### config.mk
export PLATFORM = sky130hd
export DESIGN_NAME = mpc_constraint_seq
export DESIGN_NICKNAME = d
export VERILOG_FILES = /design/src/rtl/mpc_constraint_seq.sv
export SDC_FILE = /design/constraint.sdc
export NUM_CORES = 1
export LEC_CHECK = 0
export ABC_AREA = 1
export BUFFER_PORTS_ARGS = -buffer_cell sky130_fd_sc_hd__clkbuf_2
export CORE_MARGIN = 4
export CORE_UTILIZATION = 34
export CTS_CLUSTER_DIAMETER = 200
export DETAILED_ROUTE_END_ITERATION = 10
export HOLD_SLACK_MARGIN = 0.1
export PLACE_DENSITY = 0.81
export SLEW_MARGIN = 40
export SYNTH_ARGS = -nofsm -noshare
export SYNTH_HDL_FRONTEND = slang
export SYNTH_SLANG_ARGS = --single-unit
### constraint.sdc
create_clock -name ap_clk -period 1.9 [get_ports ap_clk]
set_clock_uncertainty 0.05 [all_clocks]
set_input_delay 0.285 -clock ap_clk [delete_from_list [all_inputs] [get_ports ap_clk]]
set_output_delay 0.285 -clock ap_clk [all_outputs]
set_load 0.05 [all_outputs]
### src/rtl/mpc_constraint_seq.sv
// rtl/mpc_constraint_seq.sv - runs NUM_STAGE constraint-fill stages in order and shares one h write port
// Optional per-stage watchdog abort: define MPC_CONSTRAINT_WDOG_EN.
module mpc_constraint_seq #(
   parameter int NUM_STAGE   = 4,
   parameter int AW          = 5,
   parameter int DW          = 21,
   parameter int WDOG_CYCLES = 64
) (
   input  logic                    ap_clk,
   input  logic                    ap_rst_n,
   input  logic                    ap_start,
   output logic                    ap_done,
   output logic                    ap_ready,
   output logic                    ap_idle,
   output logic [NUM_STAGE-1:0]    stg_start,
   input  logic [NUM_STAGE-1:0]    stg_done,
   input  logic [NUM_STAGE*AW-1:0] stg_h_address0,
   input  logic [NUM_STAGE-1:0]    stg_h_ce0,
   input  logic [NUM_STAGE-1:0]    stg_h_we0,
   input  logic [NUM_STAGE*DW-1:0] stg_h_d0,
   output logic [AW-1:0]           h_address0,
   output logic                    h_ce0,
   output logic                    h_we0,
   output logic [DW-1:0]           h_d0,
   output logic                    err
);

   typedef enum logic [1:0] {IDLE, RUN, FIN} state_t;

   state_t     state_q, state_d;
   logic [1:0] idx_q, idx_d;
   logic       stage_done;
   logic       last_stage;
   logic       wdog_hit;

   // Only the active stage's done is ever looked at.
   assign stage_done = stg_done[idx_q];
   assign last_stage = (idx_q == 2'(NUM_STAGE - 1));

`ifdef MPC_CONSTRAINT_WDOG_EN
   localparam int CW = (WDOG_CYCLES > 1) ? $clog2(WDOG_CYCLES) : 1;
   localparam logic [CW-1:0] WDOG_LAST = CW'(WDOG_CYCLES - 1);

   logic [CW-1:0] cnt_q, cnt_d;
   logic          err_q, err_d;

   assign wdog_hit = (cnt_q == WDOG_LAST);
   assign err      = err_q;

   always_comb begin
      cnt_d = '0;
      err_d = err_q;
      if (state_q == RUN && !stage_done && !wdog_hit)
         cnt_d = cnt_q + 1'b1;
      if (state_q == IDLE && ap_start)
         err_d = 1'b0;
      else if (state_q == RUN && !stage_done && wdog_hit)
         err_d = 1'b1;
   end

   always_ff @(posedge ap_clk or negedge ap_rst_n) begin
      if (!ap_rst_n) begin
         cnt_q <= '0;
         err_q <= 1'b0;
      end else begin
         cnt_q <= cnt_d;
         err_q <= err_d;
      end
   end
`else
   assign wdog_hit = 1'b0;
   assign err      = 1'b0;
`endif

   always_ff @(posedge ap_clk or negedge ap_rst_n) begin
      if (!ap_rst_n) begin
         state_q <= IDLE;
         idx_q   <= 2'd0;
      end else begin
         state_q <= state_d;
         idx_q   <= idx_d;
      end
   end

   always_comb begin
      state_d    = state_q;
      idx_d      = idx_q;
      ap_idle    = 1'b0;
      ap_done    = 1'b0;
      ap_ready   = 1'b0;
      stg_start  = '0;
      h_address0 = '0;
      h_ce0      = 1'b0;
      h_we0      = 1'b0;
      h_d0       = '0;
      case (state_q)
         IDLE: begin
            ap_idle = 1'b1;
            if (ap_start) begin
               state_d = RUN;
               idx_d   = 2'd0;
            end
         end
         RUN: begin
            stg_start  = NUM_STAGE'(1) << idx_q;
            h_address0 = stg_h_address0[idx_q*AW +: AW];
            h_ce0      = stg_h_ce0[idx_q];
            h_we0      = stg_h_we0[idx_q];
            h_d0       = stg_h_d0[idx_q*DW +: DW];
            if (stage_done) begin
               if (last_stage) state_d = FIN;
               else            idx_d   = idx_q + 2'd1;
            end else if (wdog_hit) begin
               state_d = FIN;
            end
         end
         FIN: begin
            ap_done  = 1'b1;
            ap_ready = 1'b1;
            idx_d    = 2'd0;
            // A still-held start chains straight into the next sequence.
            state_d  = ap_start ? RUN : IDLE;
         end
         default: begin
            state_d = IDLE;
            idx_d   = 2'd0;
         end
      endcase
   end

endmodule
==> flow_summary.ini, run 1 <==
[outcome]
status = finished clean

[hold_path]
min_to = state_q[0]
hold_path_depth = 3
hp-start = ap_start
worstHoldPathType = in2reg

[yosys]
yosysTopAreaCell = nor2_1
netlist_area_mm2 = 0.001324
synth_top_cells_by_area = nor2_1 34%, o21ai_0 14%, a21oi_1 11%
synth_seq_cells = 4
yosys_warnings = 0
yosysSeqAreaShare_pct = 7.561
synth_top_area_share_pct = 34.03
syn_avg_cell_area_um2 = 4.921
synth_edf_count = 0
ys_types = 19
async_reset_ff_share_pct = 100.0
synth_nets = 392
synth_top_flop_cell = dfrtp_1
syn_inst = 269

[worst_setup_path]
regToRegEndpoint = idx_q[0]
arrival_ns = 1.52
cp-end-kind = primary output
cp_max_fo = 19
path_class = reg2out
cp-start-kind = flop
crit_required_ns = 1.56
ff2ff_setup_slack_ns = 0.36
r2r_cells = 9
reg2reg_from = idx_q[0]

[pwr]
pwr-share-clk_pct = 3.2
p_sw_mw = 3.760
power_mw = 6.203
p_seq_share_pct = 2.5
p_sw_share_pct = 60.62
internal_power_mw = 2.443
irDropWorstVdd_mv = 1.254
comb_power_share_pct = 94.3
leakage_nw = 1.360
power_density_mw_per_mm2 = 2386

[clock_network]
clk_latency_ns = 0.22
tritoncts = yes
cts_max_path_buffers = 2
cts_buffers = 3
cts.sinks = 4
cts.htree.levels = 1
cts_root_buffer = clkbuf_8
clk_pin_slew_worst_paths_ns = 0.04

[floorplan]
die-area_mm2 = 0.004955
die-width_um = 70.40
die_y_um = 70.40
initial_core_util_pct = 35.62
io_pins = 155
rows = 22
core_area_mm2 = 0.003716

[placed_design]
place_congestion = 0.8049
placed_area_mm2 = 0.002272
place.port_buffers = 153
dpl.hpwl_um = 4259
placed_cells = 455

[timing]
drv_slew = 0
report.final.setup_viol = 0
fin_tns_setup_ns = 0
fin_crit_sh_pct = 97.48
max_clock_freq_ghz = 0.5399
finalHoldViolCount = 0
fin_crit_ns = 1.852

[layout]
syn_to_final_growth_pct = 96.41
final_area_mm2 = 0.002600
stdcell_count = 467
diodes = 0
layout.nets = 543
drive_gt1_share_pct = 49.40

[global_route]
antenna_found_initial = 0
grt_pass1_wl_um = 8597
overflow = 0
grt_pass1_vias = 2052
track_usage_pct = 20.61
grt_max_degree = 39

[route]
wirelength_um = 6069
drt_iter0_drc = 85
antenna_left = 0
firstDrtPassIters = 4
wl_per_cell_um = 13.00
viasPerCell = 4.929
vias = 2302
drc = 0

[flow_run]
cap_violations = 0
[cell usage after synthesis (2+ instances only)]
master and instances:
nand3_1 4, dfrtp_1 4, ha_1 4, nand2_2 2, inv_1 9, o21ai_0 38
buf_4 5, nand2_1 12, clkbuf_1 8, o21ai_1 19, nor2_1 120, a21oi_1 28
buf_6 6, buf_2 5
[power groups by stage]
stage / clock (mW) / combinational [mW] / sequential [mW]
after detailed placement: 0 / 4.99 / 0.163
after floorplan: 0 / 3.84 / 0.150
after global routing: 0.208 / 6.23 / 0.159
after CTS: 0.201 / 5.07 / 0.165
final: 0.196 / 5.85 / 0.155
after global placement: 0 / 4.93 / 0.161
[repair_timing]
action                                 4_1_cts  5_1_grt
buffers inserted                             0        2
setup endpoints to repair                   10       32
gates cloned                                 0        5
pin swaps                                    0        2
resized for setup                            8       90
endpoints found under the hold margin        4        0
hold buffers                                 1        0
[state kept, by name, summed over array words and instances (netlist names)]
signal   flops
idx_q        2
state_q      2
[through the flow]
step | util (%) | setup WS [ns] | hold WS (ns)
global placement | 61.14 | 0.2264 | 0.04783
detailed placement | 61.14 | 0.1837 | 0.04989
global route | 69.97 | -0.04226 | 0.3223
CTS | 63.20 | 0.002395 | 0.2904
floorplan | - | -0.1230 | -0.06059
finish | 69.97 | 0.04790 | 0.3023
[critical path, cell delays in order, from the launching register on]
cell and delay [ns]:
dfrtp_2 0.38, buf_12 0.14, buf_12 0.15, nor2_1 0.05
nor2_1 0.09, o21ai_0 0.13, a21oi_2 0.17, buf_6 0.17
[routing by layer]
layer / GRT usage, % / up-vias / part of all wire, %
met5: 0 / - / 0
met4: 8.298 / 0 / 1.9
met3: 4.460 / 10 / 9.0
met2: 38.46 / 110 / 51
met1: 22.05 / 1015 / 38
li1: - / 1167 / -
[cells in the final DEF, fill, tap and decap left out, drive strengths merged]
cell type,count
a21oi,28
buf,41
dlygate4sd3,1
inv,11
dfrtp,4
nand2,14
conb,1
o211ai,1
nor2,120
ha,4
nor3,1
o21ai,57
clkbuf,132
nand3,4
[cell families after synthesis]
logic type	after synthesis	share of synthesized area, %
fa+ha+maj	4	3.781
flops	4	7.562
buf+inv	35	15.41
other cells	1	0.2833
simple gates	139	40.26
compound gates	86	32.70
[area by class of cell]
type	instances	area (µm²)
repair buffers	170	1224
clock buffers	4	45.04
fillers	337	1116
flip-flops and latches	4	101.3
well taps	48	60.06
multi-input cells	230	1124
inverters	11	46.29
[worst max path at each step]
stage	from	end	slack, ns	depth (start not counted)
CTS	idx_q[0]	h_d0[16]	0.002	6
floorplan	idx_q[0]	h_d0[20]	-0.12	5
finish	idx_q[0]	h_d0[7]	0.05	7
detailed placement	idx_q[0]	h_d0[4]	0.18	6
global route	idx_q[0]	h_d0[15]	-0.04	7
global placement	idx_q[0]	h_address0[4]	0.23	6
Power figures use the tool's default switching activity.
==> inputs of run 2 (changes only) <==
CORE_ASPECT_RATIO = 2   (was default)
CORE_UTILIZATION = 35   (was 34)
CTS_BUF_LIST = sky130_fd_sc_hd__clkbuf_2 sky130_fd_sc_hd__clkbuf_4 sky130_fd_sc_hd__clkbuf_8   (was default)
PLACE_DENSITY = 0.83   (was 0.81)
REMOVE_ABC_BUFFERS = 1   (was default)
==> flow_summary.ini, run 2 (same netlist as run 1, synthesis figures left out) <==
[outcome]
violations = setup timing
status = complete, but fails checks

[floorplan]
rows = 31
die_y_um = 94.97
initial_core_util_pct = 36.31
core_area_mm2 = 0.003646
io_pins = 155
die-width_um = 51.49
die-area_mm2 = 0.004890

[layout]
layout.nets = 559
top_regs = idx_q: 2 flops, state_q: 2 flops
syn_to_final_growth_pct = 112.9
final_util_pct = 77.28
final_common_cell = clkbuf_2
diodes = 0
mostFrequentLayoutCells = 121 x clkbuf_2, 97 x nor2_1, 36 x o21ai_1, 33 x buf_4, 21 x a21oi_1
drive_gt1_share_pct = 52.64

[clock_network]
cts_root_buffer = clkbuf_8
tritoncts = yes
cts.sinks = 4
cts_buffers = 3
clk_pin_slew_worst_paths_ns = 0.04
clk_latency_ns = 0.22
cts_max_path_buffers = 2
cts.htree.levels = 1

[timing]
finalHoldViolCount = 0
fin_crit_sh_pct = 103.8
fin_crit_ns = 1.972
fin_tns_setup_ns = -0.1352
holdWs_ns = 0.2799
rsz0062_at_grt = yes
max_clock_freq_ghz = 0.5071
report.final.setup_viol = 4
drv_slew = 0
fin_ws_ns = -0.07186

[flow_run]
cap_violations = 0

[route]
firstDrtPassIters = 4
drc = 0
wl_per_cell_um = 14.17
drt_iter0_drc = 76
antenna_left = 0
vias = 2453
wirelength_um = 6857
viasPerCell = 5.068

[pwr]
comb_power_share_pct = 94.3
p_seq_share_pct = 2.6
p_sw_share_pct = 58.51
pwr-share-clk_pct = 3.2
power_density_mw_per_mm2 = 2358
p_sw_mw = 3.888
irDropWorstVdd_mv = 1.720
leakage_nw = 1.475
power_mw = 6.644
internal_power_mw = 2.756

[global_route]
grtUsageMet1_pct = 22.87
grt_max_degree = 30
antenna_found_initial = 0
track_usage_pct = 22.57
overflow = 0
grt_util_met2_pct = 44.04
grtUsageMet3_pct = 2.528
grt_pass1_vias = 2133
grt_pass1_wl_um = 8880
busiest_layer = met2

[placed_design]
place.port_buffers = 153
dpl.hpwl_um = 4571
pre_cts_ws_ns = 0.2091
place_congestion = 0.8281

[worst_setup_path]
crit_required_ns = 1.56
reg2reg_from = idx_q[0]
cp-start-kind = flop
path_class = reg2out
cp-end-kind = primary output
arrival_ns = 1.64
worstSetupStartpoint = idx_q[0]
cp_max_fo = 6

[hold_path]
worstHoldPathType = in2reg
hp-start = ap_start
-- run 2: final timing paths --
kind                       cells past startpoint         end  slack (ns)
hold / removal                                 3  state_q[0]        0.28
max in group asynchronous                      2    idx_q[0]        1.30
setup / recovery                               6     h_d0[3]       -0.07
hold reg to reg                                1  state_q[0]        0.49
setup reg to reg                               9    idx_q[0]        0.31
min in group asynchronous                      2    idx_q[0]        0.35
-- run 2: power groups by stage --
| stage | sequential (mW) | clock [mW] | combinational [mW] |
|---|---|---|---|
| 3_3_place_gp | 0.157 | 0 | 4.85 |
| 3_5_place_dp | 0.161 | 0 | 4.89 |
| 5_1_grt | 0.178 | 0.219 | 6.62 |
| 2_1_floorplan | 0.319 | 0 | 3.14 |
| 6_report | 0.172 | 0.210 | 6.26 |
| 4_1_cts | 0.160 | 0.213 | 4.99 |
-- run 2: metal layers --
metal,wire length (µm),share of wire [%],vias up
met4,291,4.2,0
li1,-,-,1201
met1,2309,34,1094
met3,433,6.3,32
met2,3823,56,126
met5,0,0,-
-- run 2: stage by stage --
step / std cells / cell area (µm²)
floorplan: 245 / 1164
global placement: 459 / 2210
detailed placement: 459 / 2210
CTS: 464 / 2296
global route: 484 / 2818
finish: 484 / 2818
-- run 2: cell type report --
type | instances | area, µm²
tap | 49 | 61.31
clock buffer | 4 | 48.80
multi-input combinational | 230 | 1147
inverter | 11 | 53.80
timing repair buffer | 185 | 1394
timing repair inverter | 1 | 8.758
sequential | 4 | 103.9
fill | 295 | 828.3
-- run 2: repair_timing --
| action | 4_1_cts | 5_1_grt |
|---|---|---|
| endpoints found under the hold margin | 4 | 0 |
| hold buffers | 1 | 0 |
| buffers inserted | 0 | 9 |
| pin swaps | 1 | 31 |
| endpoints found under the setup margin | 12 | 30 |
| resized for setup | 11 | 144 |
| cloned | 0 | 11 |
-- run 2: worst max-delay path: stages (launching register included) --
cell	delay, ns
dfrtp_4	0.51
buf_12	0.16
clkinv_8	0.07
clkbuf_16	0.13
o21ai_1	0.07
a21oi_1	0.21
buf_4	0.24
==> inputs of run 3 (changes only) <==
==> constraint.sdc (replaced) <==
create_clock -name ap_clk -period 1.9 [get_ports ap_clk]
set_clock_uncertainty 0.05 [all_clocks]
set_input_delay 0.38 -clock ap_clk [delete_from_list [all_inputs] [get_ports ap_clk]]
set_output_delay 0.38 -clock ap_clk [all_outputs]
set_load 0.05 [all_outputs]
==> flow_summary.ini, run 3 (same netlist as run 1, synthesis figures left out) <==
[layout]
diodes = 0
layout.nets = 539
top_regs = idx_q: 2 flops, state_q: 2 flops
syn_to_final_growth_pct = 90.83
regArea_um2 = 102.6
mostFrequentLayoutCells = 121 x clkbuf_2, 119 x nor2_1, 40 x o21ai_1, 19 x a21oi_1, 17 x o21ai_0
fill_cells = 342
multi_input_area_mm2 = 0.001056
final_util_pct = 69.29
drive_gt1_share_pct = 44.58
final_common_cell = clkbuf_2

[timing]
fin_crit_ns = 1.945
report.final.setup_viol = 5
fin_crit_sh_pct = 102.3
max_clock_freq_ghz = 0.5142
rsz0062_at_grt = yes
fin_ws_ns = -0.04463
finalHoldViolCount = 0
drv_slew = 0

[route]
drt_iter0_drc = 58
vias = 2327
antenna_left = 0
viasPerCell = 5.015
wirelength_um = 6362
drc = 0
firstDrtPassIters = 4
wl_per_cell_um = 13.71

[clock_network]
cts_buffers = 3
cts_root_buffer = clkbuf_8
tritoncts = yes
cts.sinks = 4
clk_pin_slew_worst_paths_ns = 0.04
cts_max_path_buffers = 2
cts.htree.levels = 1
clk_latency_ns = 0.22
post_cts_buffers = 0

[floorplan]
initial_core_util_pct = 36.31
die-area_mm2 = 0.004890
die_y_um = 94.97
rows = 31
io_pins = 155
core_area_mm2 = 0.003646
die-width_um = 51.49

[global_route]
overflow = 0
track_usage_pct = 24.31
grt_pass1_vias = 2331
antenna_found_initial = 0
grt_max_degree = 34
grt_pass1_wl_um = 9515

[pwr]
power_density_mw_per_mm2 = 2433
power_mw = 6.147
p_sw_share_pct = 60.18
comb_power_share_pct = 93.8
internal_power_mw = 2.447
leakage_nw = 1.345
irDropWorstVdd_mv = 1.641
pwr-share-clk_pct = 3.3
p_seq_share_pct = 2.9
p_sw_mw = 3.699

[placed_design]
dpl.hpwl_um = 4740
place.port_buffers = 153
place_congestion = 0.8230

[worst_setup_path]
crit_required_ns = 1.47
path_class = reg2out
cp_max_fo = 33
cp-start-kind = flop
arrival_ns = 1.51
cp-end-kind = primary output

[outcome]
status = complete, but fails checks
violations = setup timing

[flow_run]
cap_violations = 0

[hold_path]
worstHoldPathType = in2reg
run 3: changes by cell type in the layout (fill, tap and decap cells not counted), moves of 5 or more:
cell	change
nor2_2	-17
o21ai_2	-5
buf_6	-6
clkbuf_8	+10
clkbuf_16	-5
buf_4	-18
nor2_1	+22
nor2_4	-5
run 3: area by class of cell:
cell class	count	area share [%]
multi-input combinational	230	41.80
sequential	4	4.061
clock buffer	4	1.932
timing repair buffer	166	48.04
inverter	11	1.734
tap	49	2.427
run 3: worst paths after layout:
kind	start	end	slack (ns)	cells after the start
max in group asynchronous	ap_rst_n	idx_q[1]	1.18	2
min in group asynchronous	ap_rst_n	idx_q[0]	0.47	2
min reg2reg	state_q[0]	state_q[0]	0.50	1
max reg2reg	idx_q[0]	idx_q[1]	0.38	8
min	ap_start	state_q[0]	0.39	3
max	idx_q[0]	h_d0[2]	-0.04	5
run 3: power by group through the flow:
stage / clock network (mW) / registers (mW) / logic [mW]
CTS: 0.207 / 0.175 / 5.49
global route: 0.216 / 0.183 / 6.11
global placement: 0 / 0.171 / 4.91
finish: 0.205 / 0.176 / 5.77
detailed placement: 0 / 0.175 / 4.99
floorplan: 0 / 0.319 / 3.14
run 3: critical path, cell delays in order, from the launching register on:
cell	delay (ns)
dfrtp_2	0.46
inv_4	0.12
buf_12	0.18
o21ai_0	0.10
a21oi_1	0.25
buf_12	0.18
run 3: metrics by stage:
| stage | area (µm²) | setup WS, ns | TNS, ns | hold WS [ns] | std cells |
|---|---|---|---|---|---|
| floorplan | 1164 | -0.9134 | -30.91 | 0.03441 | 245 |
| global placement | 2240 | 0.1881 | 0 | 0.1413 | 458 |
| detailed placement | 2240 | 0.1531 | 0 | 0.1480 | 458 |
| CTS | 2464 | -0.03283 | -0.1317 | 0.3833 | 463 |
| global route | 2526 | -0.1307 | -2.243 | 0.4335 | 464 |
| finish | 2526 | -0.04463 | -0.09290 | 0.3898 | 464 |
run 3: repair_timing:
item / 4_1_cts / 5_1_grt
hold buffers: 1 / 0
pin swaps: 6 / 1
endpoints found under the setup margin: 32 / 32
gates resized for setup: 46 / 45
hold endpoints to repair: 4 / 0
gates cloned: 0 / 1
run 3: layer usage:
layer,share of wire [%],global-route usage [%]
met1,33,22.68
met2,58,49.15
met3,6.3,3.160
met4,2.6,10.72
met5,0,0
